**src/rtl/key_debounce8_pkg.sv**
```systemverilog
// Shared constants and helpers for the eight-channel key debouncer.
package key_debounce8_pkg;

  localparam int unsigned KEY_N               = 8;
  localparam int unsigned DEBOUNCE_CYCLES_DEF = 1_000_000;  // 10 ms at 100 MHz
  localparam int unsigned DEBOUNCE_CYCLES_SIM = 4;

  // A debounced press is an accepted change from released (1) to pressed (0).
  function automatic logic isPressEdge(input logic syncLvl, input logic stableLvl,
                                       input logic atLimit);
    return (syncLvl != stableLvl) && atLimit && !syncLvl;
  endfunction

endpackage

```
**src/rtl/key_debounce8_debounce_bit.sv**
```systemverilog
// One key channel: two-flop synchroniser, stability counter, stable level and press pulse.
module key_debounce8_debounce_bit
  import key_debounce8_pkg::*;
#(
  parameter int unsigned DEBOUNCE_CYCLES = DEBOUNCE_CYCLES_DEF
) (
  input  logic iClk,
  input  logic iRst,
  input  logic iKey,
  output logic oData,
  output logic oPress,
  output logic oPressNext_c
);

  localparam int unsigned        CNT_W    = $clog2(DEBOUNCE_CYCLES);
  localparam logic [CNT_W-1:0]   CNT_LAST = CNT_W'(DEBOUNCE_CYCLES - 1);

  logic             s1;
  logic             s2;
  logic [CNT_W-1:0] cnt;
  logic             atLimit;

  // Counter has run out while the synchronised level still differs from the stable one.
  always_comb begin
    atLimit      = (cnt == CNT_LAST);
    oPressNext_c = isPressEdge(s2, oData, atLimit);
  end

  // Synchronise, then accept a new level only after it has held for DEBOUNCE_CYCLES edges.
  always_ff @(posedge iClk) begin
    if (iRst) begin
      s1     <= 1'b1;
      s2     <= 1'b1;
      oData  <= 1'b1;
      cnt    <= '0;
      oPress <= 1'b0;
    end else begin
      s1     <= iKey;
      s2     <= s1;
      oPress <= oPressNext_c;
      if (s2 == oData) begin
        cnt <= '0;
      end else if (atLimit) begin
        oData <= s2;
        cnt   <= '0;
      end else begin
        cnt <= cnt + CNT_W'(1);
      end
    end
  end

endmodule

```
**src/rtl/key_debounce8.sv**
```systemverilog
// Eight-channel key synchroniser/debouncer feeding an active-low priority encoder.
module key_debounce8
  import key_debounce8_pkg::*;
#(
  parameter int unsigned DEBOUNCE_CYCLES = DEBOUNCE_CYCLES_DEF
) (
  input  logic             iClk,
  input  logic             iRst,
  input  logic [KEY_N-1:0] iKey,
  output logic [KEY_N-1:0] oData,
  output logic             oEI,
  output logic [KEY_N-1:0] oPress,
  output logic             oAnyPress
);

  localparam int unsigned       WARM_W    = $clog2(DEBOUNCE_CYCLES + 2);
  localparam logic [WARM_W-1:0] WARM_LAST = WARM_W'(DEBOUNCE_CYCLES + 1);

  logic [KEY_N-1:0]  pressNext;
  logic [WARM_W-1:0] warmCnt;

  for (genvar i = 0; i < KEY_N; i++) begin : gBit
    key_debounce8_debounce_bit #(
      .DEBOUNCE_CYCLES(DEBOUNCE_CYCLES)
    ) uBit (
      .iClk         (iClk),
      .iRst         (iRst),
      .iKey         (iKey[i]),
      .oData        (oData[i]),
      .oPress       (oPress[i]),
      .oPressNext_c (pressNext[i])
    );
  end

  // Hold the encoder disabled until a held key could have been debounced once.
  always_ff @(posedge iClk) begin
    if (iRst) begin
      warmCnt <= '0;
      oEI     <= 1'b1;
    end else if (oEI) begin
      if (warmCnt == WARM_LAST) begin
        oEI <= 1'b0;
      end else begin
        warmCnt <= warmCnt + WARM_W'(1);
      end
    end
  end

  // Registered alongside the per-bit pulses so it lines up with oPress.
  always_ff @(posedge iClk) begin
    if (iRst) begin
      oAnyPress <= 1'b0;
    end else begin
      oAnyPress <= |pressNext;
    end
  end

endmodule

```
**config.mk**
```make
export PLATFORM = sky130hd
export DESIGN_NAME = key_debounce8
export DESIGN_NICKNAME = d
export VERILOG_FILES = /design/src/rtl/key_debounce8_pkg.sv /design/src/rtl/key_debounce8_debounce_bit.sv /design/src/rtl/key_debounce8.sv
export SDC_FILE = /design/constraint.sdc
export NUM_CORES = 1
export LEC_CHECK = 0
export CAP_MARGIN = 10
export CORE_ASPECT_RATIO = 0.8
export CORE_MARGIN = 1
export CORE_UTILIZATION = 45
export DETAILED_ROUTE_END_ITERATION = 7
export SYNTH_ARGS = -nofsm -noshare
export SYNTH_HDL_FRONTEND = slang
export SYNTH_SLANG_ARGS = --single-unit
```
**constraint.sdc**
```tcl
create_clock -name iClk -period 1.85 [get_ports iClk]
set_input_delay 0.555 -clock iClk [delete_from_list [all_inputs] [get_ports iClk]]
set_output_delay 0.555 -clock iClk [all_outputs]
set_load 0.01 [all_outputs]
```
==> out/summary.md, run 1 <==
## Run status
* complete, but fails checks — status
* setup timing — violations in the final reports

## Route
* 377 — drt initial violations
* 0 — drc violations
* 7,027 — total number of vias
* 4 — iteration count of the initial detailed-routing pass
* 4.94 — detail-routed via count per cell
* 0 — Antenna Violating Nets Remaining
* 18,300 um — routed wire length
* 12.9 um — DR WL/cell

## Pwr
* 820 mW/mm^2 — pwr/cell area
* 4.04 nW — leakage component of the power
* 0.666 mV — Max rail drop VDD

## Floorplanning
* 46.0% — effective utilization at floorplan
* 46 — number of cell rows
* 129 um — height of the die
* 161 um — floorplan die width
* 0.0209 sq mm — full die area
* 28 — total I/O pin count
* 0.0199 sq mm — Std-Cell Core Area

## Synthesis
* 1,041 — post-synth net total
* 0 — count of flip-flops with a built-in enable after synthesis
* 50 — count of distinct cell types in the synthesized netlist
* 0% — post-synthesis async set-or-reset flop share
* sky130_fd_sc_hd__dfxtp_1 — most used flip-flop cell after synthesis
* 8.95 sq um — average size of a mapped cell
* 214 — register bit count reported by yosys
* 0.00914 sq mm — Synth Cell Area
* 1,021 — number of standard cells after synthesis
* 46.9% — share of the yosys chip area belonging to registers
* 0 — count of yosys warnings during synthesis

## GRT
* 17.1% — GRT Total Usage
* 0 — global-route congestion overflow total
* 25.9% — GR Layer Usage met2
* 3.04% — fraction of met3 tracks used by global routing
* met2 — layer with the highest usage
* 6,265 — via count of the first global-routing pass
* 27 — maximum number of pins on one net before global-route repair
* 25.3% — M1 GR Usage
* 29,800 um — first-pass GRT wire length
* 0 — number of antenna violations at the first check in global routing

## Place
* 0.0103 sq mm — placed instance area
* 27 — Port Buffer Count
* 1,369 — number of placed instances, taps included
* 12,000 um — sum of net half-perimeters after detailed placement
* 0.779 — routability congestion estimate

## Timing
* 105% — post-route fraction of the period consumed by the critical path
* 0.464 ns — slew at the pin closest to its max-slew limit
* 67 — Setup-failing EPs final
* 0 — final-report hold violation count
* 0.00856 ns — clk_skew
* 1.95 ns — clock period minus worst slack
* 0 — Final Max Slew Viols
* -0.0952 ns — min setup slack post-route
* 69.1% — worst rel slew slack
* yes — RSZ-0062 raised after global routing
* 0.514 GHz — maximum operating frequency

## CTS
* 0.50 ns — insertion delay to the later sink of the worst-skew pair
* 3 — Max Root-Sink Buffers
* 214 — number of clock sinks
* 1 — H-tree lvl count
* 0.06 ns — CTS clock-pin slew for the worst setup and hold paths
* yes — CTS tree
* sky130_fd_sc_hd__clkbuf_16 — cell chosen for the clock root
* 23 — number of buffers created by CTS

## Setup path
* sky130_fd_sc_hd__or4_4 — Slowest cell on crit path
* 0 — sum of buffers and inverters on the critical path
* 3 — worst-path fanout max
* simple AND/OR/NAND/NOR gates — kind of cell adding the most delay to the critical path
* 2.27 ns — CP Data Required Time
* 0.56 ns — max incr delay on CP
* flip-flop — crit start category
* 2.36 ns — Data arrival, critical path
* reg2reg — kind of critical path
* flip-flop — element type at the critical path end
* or4b_1 -> or4_4 -> o31a_1 -> a41oi_2 — cell breakdown of the critical path

## Final layout
* 20.7% — fraction of layout cells with a size suffix above 1
* 27.8% — Syn-to-layout area delta
* 1,423 — post-layout instance count excluding filler cells
* 0 — antenna cells
* 1,163 — final net count
* 1,758 — number of fill cells
* 0.0117 sq mm — area of all placed cells without fillers
* 58.8% — Core Util, Final

## Min path
* reg2reg — class of the worst hold path

## Flow run
* 0 — max-cap check violation count

[logic make-up (layout without fill, tap and decap cells)]
family                     Yosys count  after routing  synth area share [%]
and+or+nand+nor                    544            544                  30.0
DFF                                214            214                  46.9
xor gates and xnor gates           165            165                  15.8
buffers and inverters               61            199                  3.50
AOI/OAI and AO/OA                   24             24                  2.04
adders and majority gates           10             10                  1.37
muxes                                3              3                 0.356
[worst reg2reg max path: cells and delay by family (launching register included)]
family / cells / cell delay (ns)
AOI/OAI and AO/OA: 2 / 0.48
DFF: 1 / 0.32
and+or+nand+nor: 2 / 1.07
[cells in the mapped netlist (2+ instances only)]
| master | n | area share, % |
|---|---|---|
| sky130_fd_sc_hd__xnor2_1 | 81 | 7.8 |
| sky130_fd_sc_hd__a211o_1 | 4 | 0.38 |
| sky130_fd_sc_hd__or4b_1 | 4 | 0.44 |
| sky130_fd_sc_hd__and2_1 | 8 | 0.55 |
| sky130_fd_sc_hd__or3b_2 | 2 | 0.19 |
| sky130_fd_sc_hd__nor2_1 | 210 | 8.6 |
| sky130_fd_sc_hd__o31ai_1 | 2 | 0.16 |
| sky130_fd_sc_hd__xor2_1 | 84 | 8.0 |
| sky130_fd_sc_hd__o2111ai_1 | 4 | 0.38 |
| sky130_fd_sc_hd__buf_4 | 19 | 1.6 |
| sky130_fd_sc_hd__or2_2 | 16 | 1.1 |
| sky130_fd_sc_hd__nand3b_1 | 9 | 0.74 |
| sky130_fd_sc_hd__or3_1 | 7 | 0.48 |
| sky130_fd_sc_hd__nand3_1 | 71 | 3.9 |
| sky130_fd_sc_hd__nand2_1 | 58 | 2.4 |
| sky130_fd_sc_hd__mux2_2 | 2 | 0.25 |
| sky130_fd_sc_hd__inv_1 | 20 | 0.82 |
| sky130_fd_sc_hd__nor4b_1 | 5 | 0.48 |
| sky130_fd_sc_hd__a21oi_1 | 4 | 0.22 |
| sky130_fd_sc_hd__o211ai_1 | 2 | 0.16 |
| sky130_fd_sc_hd__nor2b_1 | 8 | 0.55 |
| sky130_fd_sc_hd__nand4bb_1 | 2 | 0.25 |
| sky130_fd_sc_hd__nand2b_1 | 5 | 0.34 |
| sky130_fd_sc_hd__nand4_1 | 32 | 2.2 |
| sky130_fd_sc_hd__o21ai_0 | 3 | 0.16 |
| sky130_fd_sc_hd__nor4_1 | 24 | 1.6 |
| sky130_fd_sc_hd__buf_2 | 4 | 0.22 |
| sky130_fd_sc_hd__nor3_1 | 26 | 1.4 |
| sky130_fd_sc_hd__and4_1 | 12 | 1.1 |
| sky130_fd_sc_hd__nand4b_1 | 5 | 0.48 |
| sky130_fd_sc_hd__or4_1 | 6 | 0.49 |
| sky130_fd_sc_hd__ha_1 | 10 | 1.4 |
| sky130_fd_sc_hd__nor4bb_1 | 3 | 0.33 |
| sky130_fd_sc_hd__buf_6 | 2 | 0.25 |
| sky130_fd_sc_hd__dfxtp_1 | 214 | 47 |
| sky130_fd_sc_hd__and3_1 | 24 | 1.6 |
| sky130_fd_sc_hd__clkbuf_1 | 16 | 0.66 |
[sequential cells by signal, indices dropped and copies added (netlist names)]
| signal | cells |
|---|---|
| warmCnt | 20 |
| gBit.uBit.cnt | 160 |
| oEI | 1 |
| gBit.uBit.s2 | 8 |
| gBit.uBit.s1 | 8 |
| gBit.uBit.oData | 8 |
| oAnyPress | 1 |
| gBit.uBit.oPress | 8 |
[power breakdown]
part	internal (W)	switching, W	total (W)
Clock	0.00291	0.00182	0.00473
Sequential	0.00463	0.0000184	0.00465
Combinational	0.000101	0.0000997	0.000201
[metrics by stage]
step                hold WS, ns  power [W]  TNS, ns  setup slack, ns
floorplan                 0.389    0.00485        0          0.00257
global placement          0.393    0.00492    -2.47          -0.0620
detailed placement        0.393    0.00492    -3.89          -0.0859
CTS                       0.407    0.00970    -1.89          -0.0956
global route              0.428    0.00995    -7.35           -0.150
finish                    0.406    0.00959    -2.56          -0.0952
[cell type report]
type                            count  area [sq um]  area share (%)
Multi-Input combinational cell    746          4900            41.9
Sequential cell                   214          4300            36.8
Timing Repair Buffer              138          1290            11.1
Clock buffer                       34           667            5.71
Tap cell                          264           330            2.83
Clock inverter                      7           116           0.996
Inverter                           20          75.1           0.642
[per-layer routing]
layer  vias to the layer above  share of wire (%)
met2                        71                 42
met1                      3226                 54
met5                         -                  0
met3                        24                3.1
met4                         0                1.8
li1                       3706                  -
[final timing paths]
check                                  startpoint                    endpoint  slack [ns]  cells past startpoint
setup / recovery  gBit[0].uBit.cnt[11]$_SDFF_PP0_        oAnyPress$_SDFF_PP0_        -0.1                      4
hold / removal         gBit[6].uBit.s1$_SDFF_PP1_  gBit[6].uBit.s2$_SDFF_PP1_        0.41                      1
setup reg to reg  gBit[0].uBit.cnt[11]$_SDFF_PP0_        oAnyPress$_SDFF_PP0_        -0.1                      4
hold reg to reg        gBit[6].uBit.s1$_SDFF_PP1_  gBit[6].uBit.s2$_SDFF_PP1_        0.41                      1
[cells in the final DEF, fill, tap and decap left out, drive strengths merged, types with 16 or more instances in the layout]
master | Yosys | final
dfxtp | 214 | 214
nor2 | 210 | 210
buf | 25 | 108
xor2 | 84 | 84
xnor2 | 81 | 81
nand3 | 71 | 71
nand2 | 59 | 59
clkbuf | 16 | 38
nand4 | 32 | 32
nor3 | 26 | 26
and3 | 24 | 24
nor4 | 24 | 24
inv | 20 | 21
dlygate4sd2 | 0 | 18
or2 | 16 | 16
[what timing repair did]
item,CTS,global route
pin swaps,13,37
gates resized for setup,41,84
setup buffers,4,1
hold buffers,0,0
endpoints found under the setup margin,102,130
cloned,2,6
(Power assumes the default switching activity.)
==> run 2, diff against run 1 <==
- CORE_MARGIN: 1 -> 2
==> run 2 against run 1 <==
The flow still finishes with violations (setup timing). Sequential share of layout area increased by 0.81 points. Setup slack worse by 0.033 ns. Worst hold slack lost 0.011 ns. Wire length down 0.94%. Clock power decreased by 4%. Global-route usage is 0.46 points lower.
==> out/summary.md, run 2 (synthesized netlist as in run 1, its figures left out) <==
## Route
* 4 — iteration count of the initial detailed-routing pass, unchanged
* 0 — drc violations, unchanged
* 0 — Antenna Violating Nets Remaining, unchanged
* 9750 um — met1 WL, -0.58%
* 6,940 — total number of vias, -1.2%
* 327 — drt initial violations, -13%
* met4 — top routing layer in use
* 583 um — total length of routed met3 wires, +3.6%
* 4.89 — detail-routed via count per cell, -0.89%
* 7490 um — met2 wire length, -1.8%
* 18,100 um — routed wire length, -0.94%
* 12.8 um — DR WL/cell, -0.59%

## Min path
* reg2reg — class of the worst hold path
* 1 — hold path depth, unchanged

## Setup path
* 6 — number of cell instances on the worst register-to-register path, +2
* 0.57 ns — max incr delay on CP, about the same
* flip-flop — element type at the critical path end
* 2.36 ns — Data arrival, critical path, about the same
* reg2reg — kind of critical path
* or4b_1 -> or4_4 -> nor2_4 -> or3_4 -> clkbuf_16 -> nor2_1 — cell breakdown of the critical path
* flip-flop — crit start category
* 10 — worst-path fanout max, +7
* simple AND/OR/NAND/NOR gates — kind of cell adding the most delay to the critical path
* sky130_fd_sc_hd__or4_4 — Slowest cell on crit path
* 6 — cell count along the critical path, +2
* 2.23 ns — CP Data Required Time, -0.04 ns
* 1 — sum of buffers and inverters on the critical path, +1

## CTS
* sky130_fd_sc_hd__clkbuf_16 — cell chosen for the clock root
* 214 — number of clock sinks, unchanged
* yes — CTS tree
* 0 — hold_buf cts, unchanged
* 22 — number of buffers created by CTS, -4.3%
* 3 — Max Root-Sink Buffers, unchanged
* 1 — H-tree lvl count, unchanged
* 0.50 ns — insertion delay to the later sink of the worst-skew pair, about the same
* 0.06 ns — CTS clock-pin slew for the worst setup and hold paths, about the same

## Timing
* 0.505 GHz — maximum operating frequency, -1.7%
* 1.98 ns — clock period minus worst slack, +0.0331 ns
* 25 — Setup-failing EPs final, -63%
* yes — RSZ-0062 raised after global routing
* 0 — Final Max Slew Viols, unchanged
* 72.7% — worst rel slew slack, +3.7 points
* 0.405 ns — slew at the pin closest to its max-slew limit, -0.0589 ns
* 107% — post-route fraction of the period consumed by the critical path, +1.8 points
* -0.128 ns — min setup slack post-route, -0.0331 ns
* 0.0151 ns — clk_skew, +0.00649 ns
* 0 — final-report hold violation count, unchanged

## Run status
* setup timing — violations in the final reports
* complete, but fails checks — status

## GRT
* 16.6% — GRT Total Usage, -0.46 points
* 30,400 um — first-pass GRT wire length, +2.1%
* 0 — global-route congestion overflow total, unchanged
* 0 — number of antenna violations at the first check in global routing, unchanged
* 6,521 — via count of the first global-routing pass, +4.1%
* 21 — maximum number of pins on one net before global-route repair, -22%

## Final layout
* gBit.uBit.cnt: 160 flops, warmCnt: 20 flops — biggest registers after layout
* 1,158 — final net count, -0.43%
* 25.0% — Syn-to-layout area delta
* gBit.uBit.cnt — register bank with the most flops
* 160 — max reg flops, unchanged
* 0 — antenna cells, unchanged
* 57.5% — Core Util, Final, -1.3 points
* 0.0114 sq mm — area of all placed cells without fillers, -2.2%
* 19.2% — fraction of layout cells with a size suffix above 1, -1.6 points
* sky130_fd_sc_hd__dfxtp_1 — most common cell after layout, fill and taps aside
* sky130_fd_sc_hd__dfxtp_1, sky130_fd_sc_hd__nor2_1, sky130_fd_sc_hd__buf_4, sky130_fd_sc_hd__xor2_1, sky130_fd_sc_hd__xnor2_1 — most used cells in the layout excluding fill and tap cells

## Floorplanning
* 46.0% — effective utilization at floorplan, unchanged
* 0.0215 sq mm — full die area, +2.8%
* 46 — number of cell rows, unchanged
* 28 — total I/O pin count, unchanged
* 131 um — height of the die, +1.5%
* 0.0199 sq mm — Std-Cell Core Area, unchanged
* 163 um — floorplan die width, +1.2%

## Pwr
* 48.4% — part of the total power dissipated in the clock network, -1.0 points
* 49.7% — sequential share of power, +1.2 points
* 0.00747 W — Internal Power, -2.3%
* 0.00937 W — total power of the final layout, -2.3%
* 3.95 nW — leakage component of the power, -2.0%
* 2.0% — combinational fraction of design power, about the same
* 20.2% — Sw Share, +0.032 points
* 0.00190 W — net switching power, -2.1%
* 820 mW/mm^2 — pwr/cell area, about the same
* 0.573 mV — Max rail drop VDD, -14%

## Place
* 12,100 um — sum of net half-perimeters after detailed placement, +0.63%
* 0.0103 sq mm — placed instance area, -0.19%
* 27 — Port Buffer Count, unchanged
* 0.798 — routability congestion estimate, +2.5%

## Flow run
* 0 — max-cap check violation count, unchanged

run 2: changes by cell type in the layout (fill, tap and decap cells not counted), sizes merged:
cell	delta
buf	-4
bufinv	-1
clkbuf	-3
clkdlybuf4s15	+1
clkinv	+4
dlygate4sd2	-1
inv	-1
run 2: through the flow:
step	hold WS [ns]	setup WS (ns)	setup TNS [ns]	cells
finish	0.396	-0.128	-2.22	1418
global route	0.412	-0.184	-8.05	1418
CTS	0.397	-0.107	-2.05	1410
detailed placement	0.393	-0.122	-6.59	1368
global placement	0.392	-0.0734	-3.17	1368
floorplan	0.389	0.00257	0	1021
run 2: timing repair:
item,in CTS,in global routing
resized for setup,35,50
setup endpoints to repair,102,141
pin swaps,6,25
cloned,0,5
setup buffers,2,3
run 2: power groups by stage:
stage          Combinational [W]  Sequential, W  Clock [W]
6_report                0.000184        0.00465    0.00453
5_1_grt                 0.000204        0.00465    0.00484
4_1_cts                 0.000167        0.00465    0.00466
3_5_place_dp            0.000164        0.00476          0
3_3_place_gp            0.000164        0.00475          0
2_1_floorplan          0.0000920        0.00475          0
run 2: final timing paths:
check | startpoint | to | slack (ns)
worst max-delay path | gBit[0].uBit.cnt[11]$_SDFF_PP0_ | gBit[0].uBit.cnt[12]$_SDFF_PP0_ | -0.13
worst min-delay path | gBit[4].uBit.s1$_SDFF_PP1_ | gBit[4].uBit.s2$_SDFF_PP1_ | 0.40
worst max register to register | gBit[0].uBit.cnt[11]$_SDFF_PP0_ | gBit[0].uBit.cnt[12]$_SDFF_PP0_ | -0.13
worst min register to register | gBit[4].uBit.s1$_SDFF_PP1_ | gBit[4].uBit.s2$_SDFF_PP1_ | 0.40
run 2: metal layers:
layer  GRT usage, %  vias to the layer above
met1           24.7                     3160
li1               -                     3681
met3           3.13                       26
met5              0                        -
met4           3.69                        0
met2           24.9                       73
run 2: area by class of cell:
type / instances / area [sq um]
Timing Repair Buffer: 134 / 1210
Clock buffer: 31 / 656
Tap cell: 264 / 330
Clock inverter: 9 / 95.1
Multi-Input combinational cell: 746 / 4760
Fill cell: 1809 / 8430
Inverter: 20 / 75.1
Sequential cell: 214 / 4300
==> run 3, diff against run 2 <==
- CORE_ASPECT_RATIO: 0.8 -> 1.4
- TNS_END_PERCENT: not set -> 1
==> run 3 against run 2 <==
Cell area is 1.5% lower. First-iteration DRC count down 33%. The run still ends with setup timing left. Clock-buffer cell count fell by 4.
==> out/summary.md, run 3 (synthesized netlist as in run 1, its figures left out) <==
## Setup path
* or4b_1 -> or4_4 -> o31a_1 -> a41oi_2 — cell breakdown of the critical path
* sky130_fd_sc_hd__or4_4 — Slowest cell on crit path
* 2.39 ns — Data arrival, critical path, +0.03 ns
* 0.56 ns — max incr delay on CP, about the same
* 2.28 ns — CP Data Required Time, +0.05 ns
* 4 — worst-path fanout max, -6
* flip-flop — crit start category
* 0 — sum of buffers and inverters on the critical path, -1
* simple AND/OR/NAND/NOR gates — kind of cell adding the most delay to the critical path
* flip-flop — element type at the critical path end
* reg2reg — kind of critical path

## Pwr
* 1.8% — combinational fraction of design power, -0.2 points
* 20.6% — Sw Share, +0.34 points
* 49.1% — sequential share of power, -0.6 points
* 0.00753 W — Internal Power, +0.78%
* 842 mW/mm^2 — pwr/cell area, +2.8%
* 49.1% — part of the total power dissipated in the clock network, +0.7 points
* 0.00195 W — net switching power, +2.9%
* 0.735 mV — Max rail drop VDD, +28%
* 3.91 nW — leakage component of the power, -1.0%

## Floorplanning
* 45.9% — effective utilization at floorplan, -0.15 points
* 61 — number of cell rows, +33%
* 124 um — floorplan die width, -24%
* 28 — total I/O pin count, unchanged
* 0.0215 sq mm — full die area, about the same
* 0.0199 sq mm — Std-Cell Core Area, +0.32%
* 173 um — height of the die, +31%

## Timing
* 0.510 GHz — maximum operating frequency, +0.92%
* 0.00712 ns — clk_skew, -0.00793 ns
* 0 — final-report hold violation count, unchanged
* -0.110 ns — min setup slack post-route, +0.0181 ns
* 106% — post-route fraction of the period consumed by the critical path, -0.98 points
* 41 — Setup-failing EPs final, +64%
* 0.369 ns — slew at the pin closest to its max-slew limit, -0.0359 ns
* yes — RSZ-0062 raised after global routing
* 0 — Final Max Slew Viols, unchanged
* 1.96 ns — clock period minus worst slack, -0.0181 ns
* -1.19 ns — Setup TNS, +1.03 ns
* 75.2% — worst rel slew slack, +2.4 points

## GRT
* 22 — maximum number of pins on one net before global-route repair, +4.8%
* 0 — number of antenna violations at the first check in global routing, unchanged
* 30,700 um — first-pass GRT wire length, +0.79%
* 0 — global-route congestion overflow total, unchanged
* 16.3% — GRT Total Usage, -0.35 points
* 7,024 — via count of the first global-routing pass, +7.7%

## Final layout
* gBit.uBit.cnt: 160 flops, warmCnt: 20 flops — biggest registers after layout
* 0 — antenna cells, unchanged
* 1,157 — final net count, -0.086%
* 56.5% — Core Util, Final, -1.1 points
* sky130_fd_sc_hd__nor2_1, sky130_fd_sc_hd__dfxtp_1, sky130_fd_sc_hd__buf_4, sky130_fd_sc_hd__xor2_1, sky130_fd_sc_hd__xnor2_1 — most used cells in the layout excluding fill and tap cells
* 23.1% — Syn-to-layout area delta
* gBit.uBit.cnt — register bank with the most flops
* 16.9% — fraction of layout cells with a size suffix above 1, -2.3 points
* 160 — max reg flops, unchanged
* 0.0113 sq mm — area of all placed cells without fillers, -1.5%
* 1,403 — post-layout instance count excluding filler cells, -1.1%

## Place
* 0.804 — routability congestion estimate, +0.76%
* 1,363 — number of placed instances, taps included, -0.37%
* 27 — Port Buffer Count, unchanged
* 12,000 um — sum of net half-perimeters after detailed placement, -0.48%
* 0.0104 sq mm — placed instance area, +0.55%

## Route
* 4.98 — detail-routed via count per cell, +1.7%
* 0 — drc violations, unchanged
* 4 — iteration count of the initial detailed-routing pass, unchanged
* 219 — drt initial violations, -33%
* 6,984 — total number of vias, +0.63%
* 17,700 um — routed wire length, -2.7%
* 12.6 um — DR WL/cell, -1.7%
* 0 — Antenna Violating Nets Remaining, unchanged

## CTS
* 3 — Max Root-Sink Buffers, unchanged
* yes — CTS tree
* 214 — number of clock sinks, unchanged
* 0.06 ns — CTS clock-pin slew for the worst setup and hold paths, about the same
* 23 — number of buffers created by CTS, +4.5%
* 1 — H-tree lvl count, unchanged
* 0.50 ns — insertion delay to the later sink of the worst-skew pair, about the same
* sky130_fd_sc_hd__clkbuf_16 — cell chosen for the clock root

## Flow run
* 0 — max-cap check violation count, unchanged

## Run status
* setup timing — violations in the final reports
* complete, but fails checks — status

## Min path
* reg2reg — class of the worst hold path

-- run 3: layout make-up --
cell class	count	area (sq um)
Clock buffer	27	621
Clock inverter	12	148
Fill cell	1816	8670
Inverter	20	75.1
Multi-Input combinational cell	746	4660
Sequential cell	214	4290
Tap cell	252	315
Timing Repair Buffer	132	1140
-- run 3: what timing repair did --
| action | CTS | global route |
|---|---|---|
| pin swaps | 6 | 14 |
| hold buffers | 0 | 0 |
| setup buffers | 0 | 1 |
| gates resized for setup | 34 | 17 |
| setup endpoints to repair | 103 | 128 |
-- run 3: per-stage QoR --
stage	hold WS [ns]	setup WS [ns]	power, W
finish	0.406	-0.110	0.00948
global route	0.409	-0.178	0.00980
CTS	0.392	-0.162	0.00963
detailed placement	0.392	-0.173	0.00492
global placement	0.392	-0.138	0.00492
floorplan	0.389	-0.0373	0.00485
-- run 3: worst paths after layout --
| kind | from | to | slack (ns) | cells after the start |
|---|---|---|---|---|
| worst min register to register | gBit[3].uBit.s1$_SDFF_PP1_ | gBit[3].uBit.s2$_SDFF_PP1_ | 0.41 | 1 |
| worst min-delay path | gBit[3].uBit.s1$_SDFF_PP1_ | gBit[3].uBit.s2$_SDFF_PP1_ | 0.41 | 1 |
| worst max register to register | gBit[0].uBit.cnt[11]$_SDFF_PP0_ | oAnyPress$_SDFF_PP0_ | -0.11 | 4 |
| worst max-delay path | gBit[0].uBit.cnt[11]$_SDFF_PP0_ | oAnyPress$_SDFF_PP0_ | -0.11 | 4 |
-- run 3: power groups by stage --
stage | combinational (W) | clock [W] | sequential, W
floorplan | 0.0000920 | 0 | 0.00475
CTS | 0.000169 | 0.00481 | 0.00465
global placement | 0.000164 | 0 | 0.00476
global route | 0.000187 | 0.00496 | 0.00466
finish | 0.000167 | 0.00466 | 0.00465
detailed placement | 0.000165 | 0 | 0.00476
-- run 3: per-layer routing --
layer  share of wire (%)  wire (um)  GRT usage, %
met1                  44       7790          18.8
met2                  50       8810          30.4
met3                 3.6        628          2.63
met4                 2.4        427          5.43
met5                   0          0             0
